File: src/rtl/scratchpad_ctrl_if.sv
// Request/grant bundle between the requester channels (master side) and scratchpad_ctrl (slave side),
// including the control lines that scratchpad_ctrl drives into the scratchpad store.
interface scratchpad_ctrl_if #(
   parameter int DATA_WIDTH  = 16,
   parameter int BUS_WIDTH   = 64,
   parameter int SP_NTARGETS = 4
);
   localparam int MAX_DIM = BUS_WIDTH / DATA_WIDTH;
   localparam int TGT_W   = SP_NTARGETS / 4 + 1;
   localparam int DIM_W   = $clog2(MAX_DIM) + 1;

   logic               wr_req_i;
   logic [TGT_W-1:0]   wr_target_i;
   logic               wr_ack_o;
   logic               rdc_req_i;
   logic [TGT_W-1:0]   rdc_target_i;
   logic               rdc_ack_o;
   logic               dump_req_i;
   logic [TGT_W-1:0]   dump_target_i;
   logic [DIM_W-1:0]   dump_dim_i;
   logic               dump_valid_o;
   logic               dump_ready_i;
   logic               dump_last_o;
   logic               dump_busy_o;
   logic               write_sp_o;
   logic [TGT_W-1:0]   write_target_sp_o;
   logic               read_c_o;
   logic [TGT_W-1:0]   read_target_c_sp_o;
   logic               sp_read_o;
   logic [TGT_W-1:0]   sp_read_target_o;
   logic [MAX_DIM-1:0] sp_mat_index_o;

   modport master (
      output wr_req_i, wr_target_i, rdc_req_i, rdc_target_i,
             dump_req_i, dump_target_i, dump_dim_i, dump_ready_i,
      input  wr_ack_o, rdc_ack_o, dump_valid_o, dump_last_o, dump_busy_o,
             write_sp_o, write_target_sp_o, read_c_o, read_target_c_sp_o,
             sp_read_o, sp_read_target_o, sp_mat_index_o
   );

   modport slave (
      input  wr_req_i, wr_target_i, rdc_req_i, rdc_target_i,
             dump_req_i, dump_target_i, dump_dim_i, dump_ready_i,
      output wr_ack_o, rdc_ack_o, dump_valid_o, dump_last_o, dump_busy_o,
             write_sp_o, write_target_sp_o, read_c_o, read_target_c_sp_o,
             sp_read_o, sp_read_target_o, sp_mat_index_o
   );
endinterface

File: src/rtl/scratchpad_ctrl.sv
// Scratchpad sequencer/arbiter: write-back, operand-C load and row-major element dump channels.
// Define SCRATCHPAD_CTRL_HAZARD_EN to stall writes into the dumped target and order same-target write/load-C.
module scratchpad_ctrl #(
   parameter int DATA_WIDTH  = 16,
   parameter int BUS_WIDTH   = 64,
   parameter int SP_NTARGETS = 4
) (
   input logic              clk_i,
   input logic              rst_i,
   scratchpad_ctrl_if.slave bus
);
   localparam int MAX_DIM = BUS_WIDTH / DATA_WIDTH;
   localparam int TGT_W   = SP_NTARGETS / 4 + 1;
   localparam int DIM_W   = $clog2(MAX_DIM) + 1;
   localparam logic [MAX_DIM-1:0] MAX_N     = MAX_DIM'(MAX_DIM);
   localparam logic [DIM_W-1:0]   MAX_DIM_D = DIM_W'(MAX_DIM);
   localparam logic [MAX_DIM-1:0] ONE_N     = MAX_DIM'(1);

   typedef enum logic {D_IDLE, D_RUN} dump_state_e;

   dump_state_e        d_state, d_next;
   logic [MAX_DIM-1:0] row_q, col_q, n_q, row_d, col_d, n_d;
   logic [MAX_DIM-1:0] n_last_q, n_last_d, idx_d;
   logic [TGT_W-1:0]   tgt_q, tgt_d;
   logic               run_d, last_d;
   logic               wr_grant, rdc_grant, wr_stall, rdc_defer;

   assign n_last_q = n_q - ONE_N;

   // An ack cycle blocks the next grant, so a held request is granted every other cycle.
   always_comb begin
      wr_stall  = 1'b0;
      rdc_defer = 1'b0;
`ifdef SCRATCHPAD_CTRL_HAZARD_EN
      wr_stall  = bus.dump_busy_o && (bus.wr_target_i == tgt_q);
`endif
      wr_grant  = bus.wr_req_i && !bus.wr_ack_o && !wr_stall;
`ifdef SCRATCHPAD_CTRL_HAZARD_EN
      rdc_defer = wr_grant && (bus.rdc_target_i == bus.wr_target_i);
`endif
      rdc_grant = bus.rdc_req_i && !bus.rdc_ack_o && !rdc_defer;
   end

   always_comb begin
      d_next = d_state;
      row_d  = row_q;
      col_d  = col_q;
      n_d    = n_q;
      tgt_d  = tgt_q;
      case (d_state)
         D_IDLE: begin
            if (bus.dump_req_i) begin
               d_next = D_RUN;
               row_d  = '0;
               col_d  = '0;
               tgt_d  = bus.dump_target_i;
               n_d    = (bus.dump_dim_i == '0 || bus.dump_dim_i > MAX_DIM_D)
                        ? MAX_N : MAX_DIM'(bus.dump_dim_i);
            end
         end
         D_RUN: begin
            if (bus.dump_ready_i) begin
               if (bus.dump_last_o) begin
                  d_next = D_IDLE;
                  row_d  = '0;
                  col_d  = '0;
               end else if (col_q == n_last_q) begin
                  col_d = '0;
                  row_d = row_q + ONE_N;
               end else begin
                  col_d = col_q + ONE_N;
               end
            end
         end
         default: d_next = D_IDLE;
      endcase
      // Next-cycle dump outputs are computed here so every port comes straight from a flop.
      n_last_d = n_d - ONE_N;
      run_d    = (d_next == D_RUN);
      last_d   = run_d && (row_d == n_last_d) && (col_d == n_last_d);
      idx_d    = row_d * MAX_N + col_d;
   end

   always_ff @(posedge clk_i) begin
      if (rst_i) begin
         d_state                <= D_IDLE;
         row_q                  <= '0;
         col_q                  <= '0;
         n_q                    <= '0;
         tgt_q                  <= '0;
         bus.wr_ack_o           <= 1'b0;
         bus.write_sp_o         <= 1'b0;
         bus.write_target_sp_o  <= '0;
         bus.rdc_ack_o          <= 1'b0;
         bus.read_c_o           <= 1'b0;
         bus.read_target_c_sp_o <= '0;
         bus.dump_valid_o       <= 1'b0;
         bus.dump_busy_o        <= 1'b0;
         bus.sp_read_o          <= 1'b0;
         bus.dump_last_o        <= 1'b0;
         bus.sp_read_target_o   <= '0;
         bus.sp_mat_index_o     <= '0;
      end else begin
         d_state                <= d_next;
         row_q                  <= row_d;
         col_q                  <= col_d;
         n_q                    <= n_d;
         tgt_q                  <= tgt_d;
         bus.wr_ack_o           <= wr_grant;
         bus.write_sp_o         <= wr_grant;
         if (wr_grant) bus.write_target_sp_o <= bus.wr_target_i;
         bus.rdc_ack_o          <= rdc_grant;
         bus.read_c_o           <= rdc_grant;
         if (rdc_grant) bus.read_target_c_sp_o <= bus.rdc_target_i;
         bus.dump_valid_o       <= run_d;
         bus.dump_busy_o        <= run_d;
         bus.sp_read_o          <= run_d;
         bus.dump_last_o        <= last_d;
         bus.sp_read_target_o   <= run_d ? tgt_d : '0;
         bus.sp_mat_index_o     <= run_d ? idx_d : '0;
      end
   end
endmodule

File: src/flat_wrapper.sv
// flat-port wrapper written by rule: the top's interface ports become plain ports
module scratchpad_ctrl_flat 
#(
   parameter int DATA_WIDTH  = 16,
   parameter int BUS_WIDTH   = 64,
   parameter int SP_NTARGETS = 4
)
  (clk_i, rst_i, bus_wr_req_i, bus_wr_target_i, bus_rdc_req_i, bus_rdc_target_i, bus_dump_req_i, bus_dump_target_i, bus_dump_dim_i, bus_dump_ready_i, bus_wr_ack_o, bus_rdc_ack_o, bus_dump_valid_o, bus_dump_last_o, bus_dump_busy_o, bus_write_sp_o, bus_write_target_sp_o, bus_read_c_o, bus_read_target_c_sp_o, bus_sp_read_o, bus_sp_read_target_o, bus_sp_mat_index_o);
  scratchpad_ctrl_if #(.DATA_WIDTH(DATA_WIDTH), .BUS_WIDTH(BUS_WIDTH), .SP_NTARGETS(SP_NTARGETS)) bus_i ();
  input logic clk_i;
  input logic rst_i;
  input wire logic [$bits(bus_i.wr_req_i)-1:0] bus_wr_req_i;
  input wire logic [$bits(bus_i.wr_target_i)-1:0] bus_wr_target_i;
  input wire logic [$bits(bus_i.rdc_req_i)-1:0] bus_rdc_req_i;
  input wire logic [$bits(bus_i.rdc_target_i)-1:0] bus_rdc_target_i;
  input wire logic [$bits(bus_i.dump_req_i)-1:0] bus_dump_req_i;
  input wire logic [$bits(bus_i.dump_target_i)-1:0] bus_dump_target_i;
  input wire logic [$bits(bus_i.dump_dim_i)-1:0] bus_dump_dim_i;
  input wire logic [$bits(bus_i.dump_ready_i)-1:0] bus_dump_ready_i;
  output wire logic [$bits(bus_i.wr_ack_o)-1:0] bus_wr_ack_o;
  output wire logic [$bits(bus_i.rdc_ack_o)-1:0] bus_rdc_ack_o;
  output wire logic [$bits(bus_i.dump_valid_o)-1:0] bus_dump_valid_o;
  output wire logic [$bits(bus_i.dump_last_o)-1:0] bus_dump_last_o;
  output wire logic [$bits(bus_i.dump_busy_o)-1:0] bus_dump_busy_o;
  output wire logic [$bits(bus_i.write_sp_o)-1:0] bus_write_sp_o;
  output wire logic [$bits(bus_i.write_target_sp_o)-1:0] bus_write_target_sp_o;
  output wire logic [$bits(bus_i.read_c_o)-1:0] bus_read_c_o;
  output wire logic [$bits(bus_i.read_target_c_sp_o)-1:0] bus_read_target_c_sp_o;
  output wire logic [$bits(bus_i.sp_read_o)-1:0] bus_sp_read_o;
  output wire logic [$bits(bus_i.sp_read_target_o)-1:0] bus_sp_read_target_o;
  output wire logic [$bits(bus_i.sp_mat_index_o)-1:0] bus_sp_mat_index_o;
  assign bus_i.wr_req_i = bus_wr_req_i;
  assign bus_i.wr_target_i = bus_wr_target_i;
  assign bus_i.rdc_req_i = bus_rdc_req_i;
  assign bus_i.rdc_target_i = bus_rdc_target_i;
  assign bus_i.dump_req_i = bus_dump_req_i;
  assign bus_i.dump_target_i = bus_dump_target_i;
  assign bus_i.dump_dim_i = bus_dump_dim_i;
  assign bus_i.dump_ready_i = bus_dump_ready_i;
  assign bus_wr_ack_o = bus_i.wr_ack_o;
  assign bus_rdc_ack_o = bus_i.rdc_ack_o;
  assign bus_dump_valid_o = bus_i.dump_valid_o;
  assign bus_dump_last_o = bus_i.dump_last_o;
  assign bus_dump_busy_o = bus_i.dump_busy_o;
  assign bus_write_sp_o = bus_i.write_sp_o;
  assign bus_write_target_sp_o = bus_i.write_target_sp_o;
  assign bus_read_c_o = bus_i.read_c_o;
  assign bus_read_target_c_sp_o = bus_i.read_target_c_sp_o;
  assign bus_sp_read_o = bus_i.sp_read_o;
  assign bus_sp_read_target_o = bus_i.sp_read_target_o;
  assign bus_sp_mat_index_o = bus_i.sp_mat_index_o;
  scratchpad_ctrl #(.DATA_WIDTH(DATA_WIDTH), .BUS_WIDTH(BUS_WIDTH), .SP_NTARGETS(SP_NTARGETS)) u_core (.clk_i(clk_i), .rst_i(rst_i), .bus(bus_i));
endmodule
File: config.mk
export PLATFORM = sky130hd
export DESIGN_NAME = scratchpad_ctrl_flat
export DESIGN_NICKNAME = d
export VERILOG_FILES = /design/src/rtl/scratchpad_ctrl_if.sv /design/src/rtl/scratchpad_ctrl.sv /design/src/flat_wrapper.sv
export SDC_FILE = /design/constraint.sdc
export NUM_CORES = 1
export LEC_CHECK = 0
export CORE_ASPECT_RATIO = 0.75
export CORE_UTILIZATION = 45
export CTS_CLUSTER_DIAMETER = 120
export CTS_CLUSTER_SIZE = 8
export DETAILED_ROUTE_END_ITERATION = 10
export PLACE_DENSITY = 0.86
export SETUP_SLACK_MARGIN = 0.4
export SYNTH_ARGS = -nofsm -noshare
export SYNTH_HDL_FRONTEND = slang
export SYNTH_SLANG_ARGS = --single-unit
export TNS_END_PERCENT = 1
File: constraint.sdc
create_clock -name clk_i -period 2.2 [get_ports clk_i]
set_input_delay 0.44 -clock clk_i [delete_from_list [all_inputs] [get_ports clk_i]]
set_output_delay 0.44 -clock clk_i [all_outputs]
set_load 0.05 [all_outputs]
==> results by group <==
Setup path
  • CP arrival: 2570 ps
  • Crit-path slowest cell: clkdlybuf4s50_1
  • CP max FO: 3
  • Worst setup SP type: primary input
  • CP endpoint kind: flip-flop
  • WS Path Type: in -> reg
  • Worst-path cell chain: clkdlybuf4s50_1 -> or2_4 -> ha_4 -> nor3b_2 -> a21oi_2 -> buf_4 -> nand2_2 -> o22ai_2 -> buf_4 -> nand3_2 -> a2111oi_4
  • Most frequent CP cell: buf_4
  • Crit-path max cell delay: 420 ps
  • Req. time, crit path: 2390 ps

Synth
  • Mean Syn Cell Area: 8.83 um2
  • Cells after Synth: 169
  • Ys async rst share: 0%
  • Seq cells post-synth: 28
  • Syn_nets: 190
  • Ys Warns: 0
  • EDFF count, synth: 0
  • Synth Flop Type: dfxtp_1
  • Count of cell types in the netlist: 39
  • Register area share after synthesis: 37.6%
  • Mapped Area: 1490 um2

CTS
  • Max clock buf depth: 2
  • Depth of the CTS H-tree: 1
  • CTS tree: yes
  • CTS Hold Buffers Added: 0
  • Root Driver: clkbuf_8
  • Clock sinks: 28
  • Clk slew on worst S/H paths: 100 ps
  • Clk_lat worst skew: 280 ps
  • Total CTS buffers: 3

Timing
  • Pin slew with the least headroom to its limit: 497 ps
  • Fin. Hold Viols: 0
  • RSZ-0062 raised after global routing: yes
  • Relative slew margins: 67.0%
  • Fin crit period: 2390 ps
  • Setup violators final: 2
  • Crit share post-route: 108%
  • Setup_tns: -248 ps
  • Max Fclk: 0.419 GHz
  • Slew Viols, Final: 0
  • Clock Skews: 4.40 ps
  • Hold WS: 495 ps
  • Setup ws final: -185 ps

Floorplan
  • Core Rows: 17
  • I/O pin cnt: 33
  • Die ar.: 3550 um2
  • DIE WIDTH: 68.5 um
  • Die height: 51.9 um
  • Initial core utilization: 49.1%
  • Floorplan core area: 3040 um2

Route
  • Metal2 WL: 2080 um
  • Iter 0 DRT Violations: 111
  • Top Layer Used: met4
  • Via/cell ratio: 5.38
  • First-pass iteration count of the detailed router: 4
  • DR vias: 1,475
  • WL/cell: 16.0 um
  • Drc violations: 0
  • Metal3 WL: 259 um
  • DRT antenna net count: 0
  • Post-Route WL: 4390 um
  • Metal1 wirelength: 1980 um

Power
  • Pwr dens: 531 nW/um2
  • Pleak: 1.02 nW
  • Peak supply drop: 446 uV
  • Total Power: 1.25 mW

Finish
  • Diodes inserted: 0
  • Share of layout cells above drive strength 1: 38.6%
  • Area grow syn2layout: 58.3%
  • Nets: 258
  • Fill cell count: 219

Global route
  • Total GRT Usage: 28.0%
  • Largest net degree at the start of global routing: 23
  • Initial antenna violation count: 0
  • Global-route wire length before repair: 7190 um
  • Total grt overflow: 0
  • Vias in the first global route: 1,498

Worst hold path
  • Hold Crit Class: reg -> reg

Run status
  • Failing checks: setup timing
  • Status: finished with violations

Placed design
  • Placer Congestion: 0.899
  • PortBufs: 32
  • HPWL Detailed: 2830 um

Job
  • Max-cap violations: 0
path summary, 6_finish.rpt:
check / startpoint / slack [ps] / cells past startpoint / to
hold reg to reg: u_core.bus.read_target_c_sp_o[0]$_SDFFE_PP0P_ / 490 / 2 / u_core.bus.read_target_c_sp_o[0]$_SDFFE_PP0P_
hold / removal: u_core.bus.read_target_c_sp_o[0]$_SDFFE_PP0P_ / 490 / 2 / u_core.bus.read_target_c_sp_o[0]$_SDFFE_PP0P_
setup reg to reg: u_core.n_q[0]$_SDFF_PP0_ / -180 / 9 / u_core.bus.dump_last_o$_SDFF_PP0_
setup / recovery: bus_dump_dim_i[0] / -190 / 11 / u_core.bus.dump_last_o$_SDFF_PP0_
area by class of cell:
type	instances	area [um2]	area share [%]
repair buffers	71	578	24.5
inverters	6	25.0	1.06
multi-input cells	127	1080	45.6
flip-flops and latches	28	568	24.0
well taps	38	47.5	2.01
clock buffers	4	66.3	2.81
power breakdown:
group | switching, mW | internal [mW] | total (mW) | leakage [nW]
registers | 0.0174 | 0.524 | 0.542 | 0.230
logic | 0.196 | 0.157 | 0.352 | 0.761
clock network | 0.161 | 0.198 | 0.359 | 0.0339
state kept, by name (all words and copies together) (netlist names):
signal	cells
u_core.row_q	4
u_core.n_q	4
u_core.col_q	4
u_core.bus.dump_last_o	1
u_core.bus.wr_ack_o	1
u_core.bus.read_target_c_sp_o	2
u_core.bus.write_target_sp_o	2
u_core.bus.sp_read_target_o	2
u_core.bus.sp_mat_index_o	4
u_core.bus.sp_read_o	1
u_core.tgt_q	2
u_core.bus.read_c_o	1
what timing repair did:
| action | CTS | global route |
|---|---|---|
| gates resized for setup | 53 | 12 |
| hold endpoints to repair | 0 | 0 |
| buffers inserted | 5 | 1 |
| pin swaps | 18 | 2 |
| endpoints found under the setup margin | 30 | 16 |
per-stage QoR:
step                util, %  area [um2]  cells  setup WS (ps)
finish                 77.7        2360    274           -185
global route           77.7        2360    274           -258
CTS                    77.4        2350    273           -107
detailed placement     68.8        2090    264           -583
global placement       68.8        2090    264           -510
floorplan                 -        1520    169          -73.1
cell usage after synthesis (2+ instances only):
library cell	instances	area, um2
mux2i_1	8	80.1
xor2_1	7	61.3
xnor2_1	4	35.0
nand2b_1	2	12.5
a211oi_1	2	15.0
ha_1	6	75.1
nor3b_1	3	22.5
or2_2	3	18.8
a32oi_1	2	17.5
nand3_1	5	25.0
nand4_1	2	12.5
a21oi_1	5	25.0
nor3_1	3	15.0
clkbuf_1	4	15.0
nor2_1	21	78.8
dfxtp_1	28	561
nor2b_1	8	50.1
nand3b_1	2	15.0
nand2_1	14	52.6
and2_1	5	31.3
inv_1	6	22.5
o211ai_1	3	22.5
or4_1	2	15.0
o21ai_0	6	30.0
buf_4	4	30.0
cell families after synthesis:
kind of cell             Yosys count  share of synthesized area, %
adder cells (fa/ha/maj)            6                          5.03
flip-flops                        28                          37.6
AND/OR/NAND/NOR                   76                          27.1
buffers and inverters             14                          4.53
multiplexers                       8                          5.36
XOR/XNOR                          12                          8.30
AO/OA/AOI/OAI                     25                          12.2
per-layer routing:
layer / vias up / GRT usage (%)
li1: 714 / -
met3: 13 / 6.58
met4: 0 / 6.25
met2: 57 / 46.1
met5: - / 0
met1: 691 / 36.9
critical path: cells and delay by family:
kind,cells,cell delay (ps)
adders and majority gates,1,260
buffers and inverters,3,720
and+or+nand+nor,4,430
AOI/OAI and AO/OA,3,720
cell usage in the layout (no fill, tap or decap), types with 3 or more instances in the layout:
cell type,netlist,layout
buf_4,4,38
dfxtp_1,28,24
nor2_1,21,21
dlygate4sd2_1,0,15
nand2_1,14,13
clkdlybuf4s50_1,0,13
nor2b_1,8,8
o21ai_0,6,6
mux2i_1,8,6
and2_1,5,5
xor2_2,0,4
inv_1,6,4
clkbuf_2,0,4
nand3_2,0,3
a21oi_1,5,3
o211ai_1,3,3
ha_1,6,3
clkbuf_8,0,3
dfxtp_2,0,3
Power figures use the tool's default switching activity.
